--- config.mk ---
export PLATFORM = sky130hd
export DESIGN_NAME = qea_host_sequencer
export DESIGN_NICKNAME = d
export VERILOG_FILES = /design/src/rtl/qea_pkg.sv /design/src/rtl/qea_cycle_counter.sv /design/src/rtl/qea_host_sequencer.sv
export SDC_FILE = /design/constraint.sdc
export NUM_CORES = 1
export LEC_CHECK = 0
export ABC_AREA = 1
export BUFFER_PORTS_ARGS = -buffer_cell sky130_fd_sc_hd__buf_2
export CAP_MARGIN = 20
export CORE_AREA = 3 3 394 396
export CTS_CLUSTER_DIAMETER = 100
export DETAILED_ROUTE_END_ITERATION = 6
export DIE_AREA = 0 0 397 399
export PLACE_DENSITY = 0.37
export SLEW_MARGIN = 20
export SYNTH_ARGS = -nofsm -noshare
export SYNTH_HDL_FRONTEND = slang
export SYNTH_SLANG_ARGS = --single-unit
--- constraint.sdc ---
create_clock -name clk -period 2.7 [get_ports clk]
set_input_delay 0.54 -clock clk [delete_from_list [all_inputs] [get_ports clk]]
set_output_delay 0.54 -clock clk [all_outputs]
set_load 0.02 [all_outputs]
--- src/rtl/qea_pkg.sv ---
// Shared FSM encoding, initial amplitude and depth helper
// for the QEA host sequencer.
package qea_pkg;

    typedef enum logic [2:0] {
        S_IDLE,
        S_LOAD,
        S_INIT,
        S_START,
        S_RUN,
        S_RD_ISSUE,
        S_RD_WAIT,
        S_RD_OUT
    } qea_state_e;

    // 1.0 + 0i in Q2.30 re:im
    localparam logic [63:0] INIT_AMP = 64'h40000000_00000000;

    function automatic logic [31:0] qea_depth(input logic [31:0] log2_depth);
        return 32'd1 << log2_depth;
    endfunction

endpackage

--- src/rtl/qea_cycle_counter.sv ---
// Saturating execution-cycle counter with clear, enable and
// timeout compare; o_count includes the current cycle.
module qea_cycle_counter #(
    parameter int W       = 32,
    parameter int TIMEOUT = 0
) (
    input  logic         clk,
    input  logic         rst_n,
    input  logic         i_clr,
    input  logic         i_en,
    output logic [W-1:0] o_count,
    output logic         o_timeout
);

    logic [W-1:0] cnt_q, cnt_d;
    logic [W-1:0] incl;

    always_comb begin
        incl  = (&cnt_q) ? cnt_q : cnt_q + W'(1);
        cnt_d = cnt_q;
        if (i_clr) begin
            cnt_d = '0;
        end else if (i_en) begin
            cnt_d = incl;
        end
    end

    always_ff @(posedge clk or negedge rst_n) begin
        if (!rst_n) begin
            cnt_q <= '0;
        end else begin
            cnt_q <= cnt_d;
        end
    end

    assign o_count   = incl;
    assign o_timeout = (TIMEOUT != 0) && (incl >= W'(TIMEOUT));

endmodule

--- src/rtl/qea_host_sequencer.sv ---
// Host-side sequencer: loads QEA context, initialises state RAM,
// starts and times the run, then streams the state vector out.
module qea_host_sequencer
    import qea_pkg::*;
#(
    parameter int PE_NUM_WIDTH            = 2,
    parameter int PE_NUM                  = 4,
    parameter int STATE_DATA_WIDTH        = 64,
    parameter int STATE_ADDR_WIDTH        = 16,
    parameter int GATE_CONTEXT_DATA_WIDTH = 64,
    parameter int GATE_CONTEXT_ADDR_WIDTH = 16,
    parameter int MAX_QBIT_WIDTH          = 6,
    parameter int CYCLE_CNT_WIDTH         = 32,
    parameter int TIMEOUT_CYCLES          = 0
) (
    input  logic                                 clk,
    input  logic                                 rst_n,
    input  logic                                 i_run,
    input  logic [MAX_QBIT_WIDTH-1:0]            i_qbit_num,
    input  logic [GATE_CONTEXT_ADDR_WIDTH:0]     i_ins_num,
    input  logic                                 i_ctx_valid,
    output logic                                 o_ctx_ready,
    input  logic [GATE_CONTEXT_DATA_WIDTH-1:0]   i_ctx_data,
    output logic                                 o_rd_valid,
    input  logic                                 i_rd_ready,
    output logic [PE_NUM*STATE_DATA_WIDTH-1:0]   o_rd_data,
    output logic                                 o_busy,
    output logic                                 o_done,
    output logic                                 o_timeout,
    output logic                                 o_err,
    output logic [CYCLE_CNT_WIDTH-1:0]           o_cycle_count,
    output logic                                 o_qea_start,
    output logic [MAX_QBIT_WIDTH-1:0]            o_qbit_num,
    output logic                                 o_ctx_en,
    output logic                                 o_ctx_wea,
    output logic [GATE_CONTEXT_ADDR_WIDTH-1:0]   o_ctx_addr,
    output logic [GATE_CONTEXT_DATA_WIDTH-1:0]   o_ctx_data,
    output logic [PE_NUM-1:0]                    o_state_ena,
    output logic [PE_NUM-1:0]                    o_state_wea,
    output logic [STATE_ADDR_WIDTH-1:0]          o_state_addra,
    output logic [PE_NUM*STATE_DATA_WIDTH-1:0]   o_state_dina,
    input  logic                                 i_qea_complete,
    input  logic [PE_NUM*STATE_DATA_WIDTH-1:0]   i_qea_state_dout
);

    localparam int SW  = PE_NUM * STATE_DATA_WIDTH;
    localparam int CAW = GATE_CONTEXT_ADDR_WIDTH;
    localparam int SAW = STATE_ADDR_WIDTH;
    localparam int CW  = CYCLE_CNT_WIDTH;

    qea_state_e state_q, state_d;
    logic busy_q, busy_d, done_q, done_d;
    logic timeout_q, timeout_d, err_q, err_d;
    logic start_q, start_d, ready_q, ready_d;
    logic ctx_en_q, ctx_en_d, ctx_wea_q, ctx_wea_d;
    logic rd_valid_q, rd_valid_d, armed_q, armed_d;
    logic [CW-1:0] cycles_q, cycles_d;
    logic [MAX_QBIT_WIDTH-1:0] qbit_q, qbit_d;
    logic [CAW-1:0] ctx_addr_q, ctx_addr_d;
    logic [GATE_CONTEXT_DATA_WIDTH-1:0] ctx_data_q, ctx_data_d;
    logic [CAW:0] ins_q, ins_d, ctx_idx_q, ctx_idx_d;
    logic [PE_NUM-1:0] st_ena_q, st_ena_d, st_wea_q, st_wea_d;
    logic [SAW-1:0] st_addr_q, st_addr_d;
    logic [SAW-1:0] addr_q, addr_d, last_q, last_d;
    logic [SW-1:0] st_dina_q, st_dina_d, rd_data_q, rd_data_d;
    logic [31:0] shift;
    logic [CW-1:0] cnt_incl;
    logic cnt_to, cnt_clr, cnt_en;

    assign cnt_clr = state_q inside {S_IDLE, S_LOAD, S_INIT};
    assign cnt_en  = state_q inside {S_START, S_RUN};

    qea_cycle_counter #(
        .W       (CW),
        .TIMEOUT (TIMEOUT_CYCLES)
    ) u_cnt (
        .clk       (clk),
        .rst_n     (rst_n),
        .i_clr     (cnt_clr),
        .i_en      (cnt_en),
        .o_count   (cnt_incl),
        .o_timeout (cnt_to)
    );

    always_comb begin
        state_d    = state_q;
        done_d     = 1'b0;
        timeout_d  = timeout_q;
        err_d      = err_q;
        start_d    = 1'b0;
        ctx_en_d   = 1'b0;
        ctx_wea_d  = 1'b0;
        ctx_addr_d = ctx_addr_q;
        ctx_data_d = ctx_data_q;
        rd_valid_d = rd_valid_q;
        rd_data_d  = rd_data_q;
        armed_d    = armed_q;
        cycles_d   = cycles_q;
        qbit_d     = qbit_q;
        ins_d      = ins_q;
        ctx_idx_d  = ctx_idx_q;
        st_ena_d   = '0;
        st_wea_d   = '0;
        st_addr_d  = st_addr_q;
        st_dina_d  = st_dina_q;
        addr_d     = addr_q;
        last_d     = last_q;
        shift      = 32'(i_qbit_num) - 32'(PE_NUM_WIDTH);
        unique case (state_q)
            S_IDLE: begin
                // the cycle showing o_done must not relaunch
                if (i_run && !done_q) begin
                    if (32'(i_qbit_num) < 32'(PE_NUM_WIDTH) || shift > 32'(SAW)) begin
                        err_d = 1'b1;
                    end else begin
                        err_d     = 1'b0;
                        timeout_d = 1'b0;
                        qbit_d    = i_qbit_num;
                        ins_d     = i_ins_num;
                        ctx_idx_d = '0;
                        addr_d    = '0;
                        last_d    = SAW'(qea_depth(shift) - 32'd1);
                        state_d   = (i_ins_num == '0) ? S_INIT : S_LOAD;
                    end
                end
            end
            S_LOAD: begin
                if (i_ctx_valid && ready_q) begin
                    ctx_en_d   = 1'b1;
                    ctx_wea_d  = 1'b1;
                    ctx_addr_d = ctx_idx_q[CAW-1:0];
                    ctx_data_d = i_ctx_data;
                    ctx_idx_d  = ctx_idx_q + (CAW+1)'(1);
                    if (ctx_idx_d == ins_q) state_d = S_INIT;
                end
            end
            S_INIT: begin
                st_ena_d  = '1;
                st_wea_d  = '1;
                st_addr_d = addr_q;
                st_dina_d = '0;
                if (addr_q == '0) begin
                    st_dina_d[SW-1 -: STATE_DATA_WIDTH] = STATE_DATA_WIDTH'(INIT_AMP);
                end
                if (addr_q == last_q) begin
                    addr_d  = '0;
                    state_d = S_START;
                end else begin
                    addr_d = addr_q + SAW'(1);
                end
            end
            S_START: begin
                start_d = 1'b1;
                armed_d = 1'b0;
                state_d = S_RUN;
            end
            S_RUN: begin
                // first RUN cycle may still see the previous run's complete
                armed_d = 1'b1;
                if (armed_q && i_qea_complete) begin
                    cycles_d = cnt_incl;
                    state_d  = S_RD_ISSUE;
                end else if (cnt_to) begin
                    cycles_d  = cnt_incl;
                    timeout_d = 1'b1;
                    state_d   = S_IDLE;
                end
            end
            S_RD_ISSUE: state_d = S_RD_WAIT;
            S_RD_WAIT: begin
                rd_valid_d = 1'b1;
                rd_data_d  = i_qea_state_dout;
                state_d    = S_RD_OUT;
            end
            S_RD_OUT: begin
                if (i_rd_ready) begin
                    rd_valid_d = 1'b0;
                    if (addr_q == last_q) begin
                        done_d  = 1'b1;
                        state_d = S_IDLE;
                    end else begin
                        addr_d  = addr_q + SAW'(1);
                        state_d = S_RD_ISSUE;
                    end
                end
            end
            default: state_d = S_IDLE;
        endcase
        if (state_d == S_RD_ISSUE) begin
            st_ena_d  = '1;
            st_wea_d  = '0;
            st_addr_d = addr_d;
        end
        busy_d  = (state_d != S_IDLE);
        ready_d = (state_d == S_LOAD);
    end

    always_ff @(posedge clk or negedge rst_n) begin
        if (!rst_n) begin
            state_q    <= S_IDLE;
            busy_q     <= 1'b0;
            done_q     <= 1'b0;
            timeout_q  <= 1'b0;
            err_q      <= 1'b0;
            start_q    <= 1'b0;
            ready_q    <= 1'b0;
            ctx_en_q   <= 1'b0;
            ctx_wea_q  <= 1'b0;
            rd_valid_q <= 1'b0;
            armed_q    <= 1'b0;
            cycles_q   <= '0;
            qbit_q     <= '0;
            ctx_addr_q <= '0;
            ctx_data_q <= '0;
            ins_q      <= '0;
            ctx_idx_q  <= '0;
            st_ena_q   <= '0;
            st_wea_q   <= '0;
            st_addr_q  <= '0;
            st_dina_q  <= '0;
            rd_data_q  <= '0;
            addr_q     <= '0;
            last_q     <= '0;
        end else begin
            state_q    <= state_d;
            busy_q     <= busy_d;
            done_q     <= done_d;
            timeout_q  <= timeout_d;
            err_q      <= err_d;
            start_q    <= start_d;
            ready_q    <= ready_d;
            ctx_en_q   <= ctx_en_d;
            ctx_wea_q  <= ctx_wea_d;
            rd_valid_q <= rd_valid_d;
            armed_q    <= armed_d;
            cycles_q   <= cycles_d;
            qbit_q     <= qbit_d;
            ctx_addr_q <= ctx_addr_d;
            ctx_data_q <= ctx_data_d;
            ins_q      <= ins_d;
            ctx_idx_q  <= ctx_idx_d;
            st_ena_q   <= st_ena_d;
            st_wea_q   <= st_wea_d;
            st_addr_q  <= st_addr_d;
            st_dina_q  <= st_dina_d;
            rd_data_q  <= rd_data_d;
            addr_q     <= addr_d;
            last_q     <= last_d;
        end
    end

    assign o_busy        = busy_q;
    assign o_done        = done_q;
    assign o_timeout     = timeout_q;
    assign o_err         = err_q;
    assign o_cycle_count = cycles_q;
    assign o_qea_start   = start_q;
    assign o_qbit_num    = qbit_q;
    assign o_ctx_ready   = ready_q;
    assign o_ctx_en      = ctx_en_q;
    assign o_ctx_wea     = ctx_wea_q;
    assign o_ctx_addr    = ctx_addr_q;
    assign o_ctx_data    = ctx_data_q;
    assign o_state_ena   = st_ena_q;
    assign o_state_wea   = st_wea_q;
    assign o_state_addra = st_addr_q;
    assign o_state_dina  = st_dina_q;
    assign o_rd_valid    = rd_valid_q;
    assign o_rd_data     = rd_data_q;

endmodule

Yosys cells after proc, flatten, opt, wreduce, memory -nomap -nowiden
Cells that the tools add are included.
- equality and inequality tests: 15
- bitwise operators: 1
- mux-type cells: 39
- shift-type cells: 1
- reduce and logical (&&, ||, !) cells: 22
- order comparisons: 2
- add/sub/neg operators: 5
- operators by type and width (cell ; count):
    $mux 16 ; 7
    $mux 32 ; 3
    $mux 63 ; 1
    $mux 17 ; 3
    $pmux 16 s3 ; 1
    $pmux 17 s2 ; 1
    $add 32x1->32 const B ; 1
    $gt 32x5->1 const B ; 1
    $reduce_and 32->1 ; 1
    $shl 1x32->16 const A ; 1
    $mux 3 ; 8
    $pmux 3 s8 ; 1
    $add 17x1->17 const B ; 1
    $eq 17x17->1 ; 1
    $logic_not 17->1 ; 1
    $add 16x1->16 const B ; 1
    $eq 16x16->1 ; 1
    $logic_not 16->1 ; 1
    $sub 16x1->16 const B ; 1
    $eq 3x3->1 const B ; 5
    $mux 4 ; 3
    $reduce_bool 2->1 ; 5
    $mux 1 ; 8
    $reduce_and 2->1 ; 4
    other kinds (16) ; 24
- logic and storage cells: 108
- register bits after elaboration: 571
- output and inout port bits: 663
- input port bits: 349

Longest topological paths before layout
Gate-level depths: netlist of run 1.
- depth after elaboration: 8
- mapped depth: 20
- depth with buffers taken out: 19

By module
Synthesis of run 1 repeated with hierarchy kept, for this count alone.
- cells, all modules: 2961
- area, all modules: 24219.5 um^2
- modules (own cells, without submodules) (module ; area each (um^2) ; seq. area each (um^2) ; cells each ; times used):
    qea_host_sequencer ; 21759.6 ; 11786.3 ; 2575 ; 1
    qea_cycle_counter ; 2459.9 ; 800.8 ; 386 ; 1

Least setup slack after synthesis of run 1
Ideal clock, no wire load.
- path kind: input-to-reg
- from: input port i_qbit_num[1]
- to: register last_q[12]
- arrival: 2265 ps
- path slack: 317 ps
- stages: 18
- path buffers: 0
- path through: inv_2 -> ha_1 -> nand3_1 -> nand2_1 -> nand2_1 -> nor2_1 -> nand4_1 -> nor2_1 -> inv_1 -> ha_1 -> inv_1 -> nor2_1 -> nand3_1 -> nor2_2 -> nand2_1 -> nand2_1 -> nand3_1 -> nand2_1
- word-level cells in the longest chain between the ends: 5
- ends and longest elaborated chain (element ; RTL line ; text):
    start: declaration ; qea_host_sequencer.sv:19 ; input logic [MAX_QBIT_WIDTH-1:0] i_qbit_num,
    $sub 6x2->7 ; qea_host_sequencer.sv:108 ; shift = 32'(i_qbit_num) - 32'(PE_NUM_WIDTH);
    $gt 32x5->1 ; qea_host_sequencer.sv:113 ; if (32'(i_qbit_num) < 32'(PE_NUM_WIDTH) || shift > 32'(SAW)) begin
    $logic_or 1x1->1 ; qea_host_sequencer.sv:113 ;
    $not 1->1 (no line) ; n/a ;
    $reduce_and 3->1 (no line) ; n/a ;
    end signal: assignment ; qea_host_sequencer.sv:248 ; last_q <= last_d;
    end: declaration ; qea_host_sequencer.sv:64 ; logic [SAW-1:0] addr_q, addr_d, last_q, last_d;
Parallel ways exist; a longest one is shown, timed or not.
A chain may end at the register's enable or synchronous reset.

Worst setup path after layout of run 1
- from: register u_cnt.cnt_q[0]
- to: register u_cnt.cnt_q[22]
- word-level cells in the longest chain between the ends: 4
- ends and longest elaborated chain (element ; RTL line ; text):
    start: declaration ; qea_cycle_counter.sv:15 ; logic [W-1:0] cnt_q, cnt_d;
    start signal: assignment ; qea_cycle_counter.sv:32 ; cnt_q <= cnt_d;
    $add 32x1->32 or $reduce_and 32->1 (tied branches) ; qea_cycle_counter.sv:19 ; incl = (&cnt_q) ? cnt_q : cnt_q + W'(1);
    $mux 32 (*) ; qea_cycle_counter.sv:19 ;
    $mux 32 (*) ; qea_cycle_counter.sv:23 ; end else if (i_en) begin
    $mux 32 (*) ; qea_cycle_counter.sv:21 ; if (i_clr) begin
Every way passes the cells marked *; elsewhere a longest branch is shown, timed or not. The select of a mux whose other input is x is not followed.

==> run summary, run 1 <==
Post-layout minimum cycle time = 2.469 ns
Power Internal = 22.42 mW
Synth Instances = 2,402
Worst vdd ir = 0.6098 mV
Synth area leader = dfrtp_1
Global-route wire length before repair = 140,200 µm
Layout area overhead = 35.45%
Die Ht = 399 µm
Fin. Hold Viols = 0
Worst Hold Class = input pin to flip-flop
Pwr dens = 1182 nW/µm²
Sw frac = 40.89%
Syn Area/Cell = 9.865 µm²
Crit path DAT = 3.01 ns
Die Width = 397 µm
Core Box Area = 151,900 µm²
Number of global-route vias before repair = 19,160
H-tree Lvls = 3
Layout cells sized above 1 = 38.27%
Hold Path End = o_ctx_data[29]
Gr ovfl total = 0
Vias/cell = 3.584
Initial antenna violation count = 36
CTS tree = done
Site Rows = 143
Final setup vio count = 0
Global Route Usage Sum = 12.21%
Logic pwr share = 41.0%
Iteration-0 DRC Markers = 956
Root Buffer = clkbuf_16
Reg power frac = 32.8%
Clk_lat worst skew = 0.67 ns
Power, Total = 37.93 mW
Crit start category = flip-flop
Die area = 158,400 µm²
Status = completed
Number of enable flip-flop cells after synthesis = 0
Routed Antenna Nets = 0
Critical path class = flip-flop to flip-flop
Most frequent cell after synthesis = nand2_1
Total Wirelength = 101,100 µm
Synth warn = 0
Global placement routability congestion = 0.8145
DP Area = 29,540 µm²
Clock Skews = 0.03201 ns
Largest net degree at the start of global routing = 109
Asr flop ratio synth = 100.0%
Max-cap violations = 0
Fin crit share = 91.44%
NetSw = 15.51 mW
Slew of the pin with the lowest slew margin = 0.9275 ns
Synth top area cells = dfrtp_1 53%, mux2_2 12%, nand2_1 9.7%, buf_4 8.5%, nand3_1 3.0%
FF-to-FF setup slack = 0.23 ns
Crit. End Element = flip-flop
Share of the synthesized area in the top cell type = 53.02%
Synth unique cells = 46
Most frequent cells after synthesis = 611 x nand2_1, 502 x dfrtp_1, 267 x buf_4
Reg-to-Reg End = u_cnt.cnt_q[22]
Hold Crit Start = i_ctx_data[29]
Main synth FF type = dfrtp_1
RSZ-0062 raised after global routing = no
IO Pins = 1,012
R2R Path Start = u_cnt.cnt_q[0]
Longest Clk Path Bufs = 3
Register area share after synthesis = 53.02%
Initial Util = 15.60%
CP required = 3.24 ns
Drt first pass iters = 5
Final Max Slew Viols = 0
Worst hold stages = 3
Clk slew on worst S/H paths = 0.06 ns
Remaining routing DRC violations = 0
Design area = 32,100 µm²
Routed vias = 19,080
Post-detail-place hpwl = 80,620 µm
Seq cells post-synth = 502
Post-Syn Area = 23,700 µm²
Relative slew slack = 37.78%
FF-to-FF path depth = 16
Top achievable clock speed = 405.1 MHz
Wire per inst = 19.00 µm
Total Nets Final = 3,584
Input/output buffers = 755
Crit-path max FO = 3
TritonCTS Buffers = 72
Clock power share = 26.2%
Fillers = 16,840
Hold_ws = 0.08591 ns
Clock sinks = 502
Leak = 16.10 nW
## state kept, by name (all words and copies together) (netlist names)
register       flops
state_q            3
o_busy             1
o_ctx_ready        1
armed_q            1
addr_q            16
o_err              1
o_state_addra     16
o_cycle_count     32
o_state_ena        1
o_state_dina       1
o_ctx_wea          1
o_qbit_num         6
u_cnt.cnt_q       32
o_rd_valid         1
o_qea_start        1
o_ctx_addr        16
o_done             1
o_state_wea        1
o_ctx_data        64
last_q            16
o_rd_data        256
ctx_idx_q         17
ins_q             17
## per-layer routing
metal	track usage (%)	part of all wire, %
met4	4.414	3.2
met3	4.351	8.4
met2	18.72	45
met1	15.74	43
met5	0	0.055
## per-stage QoR
| step | setup TNS, ns | cells | util (%) | setup slack (ns) |
|---|---|---|---|---|
| floorplan | 0 | 2657 | - | 0.3169 |
| global placement | -0.1119 | 5182 | 19.45 | -0.06178 |
| detailed placement | -0.06690 | 5182 | 19.45 | -0.03811 |
| CTS | 0 | 5311 | 21.08 | 0.1559 |
| global route | 0 | 5312 | 21.11 | 0.01196 |
| finish | 0 | 5323 | 21.13 | 0.2312 |
## final cells by class
cell class / count / area, µm² / share of cell area (%)
Tap cell: 2030 / 2540 / 7.914
Inverter: 141 / 529.3 / 1.649
Clock inverter: 25 / 362.8 / 1.131
Clock buffer: 103 / 2101 / 6.545
Multi-Input combinational cell: 1667 / 9285 / 28.93
Antenna cell: 11 / 27.53 / 0.08576
Timing Repair Buffer: 844 / 4684 / 14.60
Sequential cell: 502 / 12570 / 39.15
## worst max-delay path, cell delays in order, from the launching register on
cell and delay [ns]:
dfrtp_1 0.38, ha_1 0.22, nand3_1 0.16, inv_1 0.08, nand3_1 0.11, nor2_1 0.06, nand4_1 0.11, nor2_1 0.06
nand2_1 0.09, nand2_1 0.12, nor2_1 0.21, nand2_1 0.17, nor2_2 0.16, nand2_1 0.09, xor2_1 0.16, nand2_1 0.06
o21ai_0 0.11
## worst max path at each step
stage,from,end,cells after the start,slack [ns]
floorplan,i_qbit_num[1],last_q[12],18,0.32
global placement,i_qbit_num[2],last_q[12],19,-0.06
detailed placement,i_qbit_num[2],last_q[12],19,-0.04
CTS,ctx_idx_q[0],o_state_addra[8],15,0.16
global route,u_cnt.cnt_q[0],o_cycle_count[22],16,0.01
finish,u_cnt.cnt_q[0],u_cnt.cnt_q[22],16,0.23
## power by group through the flow
stage	clock (mW)	sequential (mW)	combinational, mW
final	9.93	12.4	15.6
after global routing	10.6	12.8	16.9
after CTS	10.4	12.4	15.8
after detailed placement	0	12.5	15.8
after global placement	0	12.5	15.8
after floorplan	0	15.0	6.92
## cell families after synthesis
group	synth area share [%]
AND/OR/NAND/NOR	17.18
AO/OA/AOI/OAI	3.364
adder cells (fa/ha/maj)	0.3696
flip-flops	53.02
buffers and inverters	12.05
multiplexers	12.17
other	0.01583
XOR/XNOR	1.838
## cell usage in the layout (no fill, tap or decap), types with 6 or more instances in the layout
| cell type | n |
|---|---|
| nand2_1 | 608 |
| nor2_2 | 12 |
| clkbuf_16 | 74 |
| buf_12 | 18 |
| ha_1 | 6 |
| xnor2_1 | 21 |
| diode_2 | 11 |
| o22ai_1 | 8 |
| xor2_1 | 21 |
| a22o_1 | 6 |
| o21ai_0 | 103 |
| nand3_1 | 139 |
| clkbuf_8 | 14 |
| nand3b_1 | 8 |
| mux2_2 | 256 |
| nand4_1 | 35 |
| nor3_1 | 21 |
| buf_2 | 754 |
| a21oi_1 | 10 |
| nor2_1 | 94 |
| inv_1 | 134 |
| buf_4 | 70 |
| nand3_2 | 6 |
| dfrtp_1 | 499 |
| bufinv_16 | 6 |
| nor4_1 | 16 |
| conb_1 | 256 |
| clkbuf_1 | 15 |
## timing repair
action / in CTS / in global routing
resized for setup: 0 / 11
setup endpoints to repair: 0 / 20
buffers inserted: 0 / 1
hold endpoints to repair: 34 / 0
hold buffers: 1 / 0
(Power assumes the default switching activity.)
==> inputs of run 2 (changes only) <==
REMOVE_ABC_BUFFERS = 1   (was unset)
==> run 2 against run 1 <==
  * Final cell count is 0.36% higher
  * Routed wire length is 6.1% lower
  * Clock skew is 0.0039 ns higher
  * Via count is 0.43% higher
  * Global-route usage is 0.82 points lower
  * Register-to-register slack better by 0.06 ns
  * Maximum frequency is 2.4% higher
  * Clock power is 7.6% lower
  * Critical path depth is 10 lower
  * Sequential cell count stayed put
  * Critical endpoint is now u_cnt.cnt_q[27]
==> run summary, run 2 (same netlist as run 1, synthesis figures left out) <==
Gr ovfl total = 0
Number of global-route vias before repair = 19,250
Die Width = 397 µm
IO Pins = 1,012
Iteration-0 DRC Markers = 999
H-tree Lvls = 3
# placed instances = 5,205
Global-route wire length before repair = 134,100 µm
Input/output buffers = 755
Core Box Area = 151,900 µm²
Buf/Inv on CP = 2
Vias/cell = 3.587
Total Nets Final = 3,614
Drt first pass iters = 6
Critical path's most frequent cell = nor2_1
Slew of the pin with the lowest slew margin = 0.8722 ns
TritonCTS Buffers = 69
PnR worst setup slack = 0.2885 ns
Most frequent cells in the layout = 754 x buf_2, 608 x nand2_1, 502 x dfrtp_1, 256 x mux2_2, 256 x conb_1
Layout cells sized above 1 = 38.57%
Dpl ws = 0.007642 ns
Crit. End Element = flip-flop
Initial antenna violation count = 24
Status = completed
Power, Total = 36.91 mW
Initial Util = 15.60%
Clk_lat worst skew = 0.66 ns
Final Max Slew Viols = 0
Multi-input logic area = 9300 µm²
Clock Skews = 0.03591 ns
Commonest non-fill, non-tap cell in the layout = buf_2
Longest Clk Path Bufs = 3
Pwr dens = 1149 nW/µm²
Site Rows = 143
Design area = 32,130 µm²
Max-cap violations = 0
Critical path's top delay family = buffers and inverters
FF-to-FF setup slack = 0.29 ns
Crit-path max cell delay = 0.69 ns
Crit start category = flip-flop
Post-detail-place hpwl = 74,950 µm
Critical Path, Cell by Cell = nor2_1, nor2_1, inv_1, nand2_1, clkinv_1, a22o_1
Fin crit share = 89.31%
Clk slew on worst S/H paths = 0.06 ns
Final cell count without fillers = 5,342
RSZ-0062 raised after global routing = no
Die area = 158,400 µm²
Top achievable clock speed = 414.7 MHz
Critical-path top delay cell = clkinv_1
Worst Hold Class = input pin to flip-flop
CP required = 3.24 ns
Routed Antenna Nets = 0
Critical path class = flip-flop to flip-flop
FF+latch area = 12,560 µm²
Largest net degree at the start of global routing = 78
Hold_ws = 0.09584 ns
Post-layout minimum cycle time = 2.411 ns
DP Area = 29,690 µm²
Largest register FFs = 256
Crit-path max FO = 26
Worst vdd ir = 0.6475 mV
CTS tree = done
Die Ht = 399 µm
Leak = 16.17 nW
Layout area overhead = 35.62%
Fin. Hold Viols = 0
Root Buffer = clkbuf_16
Global Route Usage Sum = 11.39%
Relative slew slack = 41.49%
Crit path DAT = 2.95 ns
Fillers = 16,910
Wire per inst = 17.77 µm
Final setup vio count = 0
Total Wirelength = 94,940 µm
Remaining routing DRC violations = 0
Clock sinks = 502
Global placement routability congestion = 0.8191
Routed vias = 19,160
run 2: report_power, final:
group,internal [mW],switching (mW)
sequential,10.5,1.84
clock,5.47,3.71
combinational,6.07,9.37
total,22.0,14.9
run 2: worst paths after layout:
path | from | to | cells after the start
min in group asynchronous | rst_n | ctx_idx_q[16] | 2
setup / recovery | state_q[1] | u_cnt.cnt_q[27] | 6
setup reg to reg | state_q[1] | u_cnt.cnt_q[27] | 6
hold reg to reg | o_ctx_data[20] | o_ctx_data[20] | 2
hold / removal | i_ctx_data[23] | o_ctx_data[23] | 3
max in group asynchronous | rst_n | o_rd_data[181] | 3
run 2: tightest hold or removal path, stage by stage:
cell	delay, ns
buf_2	0.07
nand2_1	0.04
nand2_1	0.05
run 2: layout make-up:
| cell class | count | area share [%] |
|---|---|---|
| sequential | 502 | 39.09 |
| inverter | 141 | 1.647 |
| clock inverter | 21 | 0.6931 |
| timing repair buffer | 877 | 15.33 |
| clock buffer | 98 | 6.343 |
| tap | 2030 | 7.904 |
| multi-input combinational | 1667 | 28.94 |
| antenna | 6 | 0.04672 |
run 2: per-stage QoR:
step                      utilization, %   TNS, ns
after floorplan                        -  -1243.12
after global placement             19.55         0
after detailed placement           19.55         0
after CTS                          21.10         0
after global routing               21.15         0
final                              21.15         0
run 2: routing by layer:
metal  up-vias  part of all wire (%)  GRT usage (%)
met3       137                   6.6          3.297
met1      9393                    42          14.53
met4         6                   2.4          3.285
met2       589                    48          18.63
met5         -                 0.043              0
li1       9037                     -              -
run 2: what timing repair did:
action | 4_1_cts | 5_1_grt
resized for setup | 0 | 10
buffers inserted | 0 | 3
endpoints found under the setup margin | 0 | 19
hold buffers | 9 | 0
endpoints found under the hold margin | 34 | 0
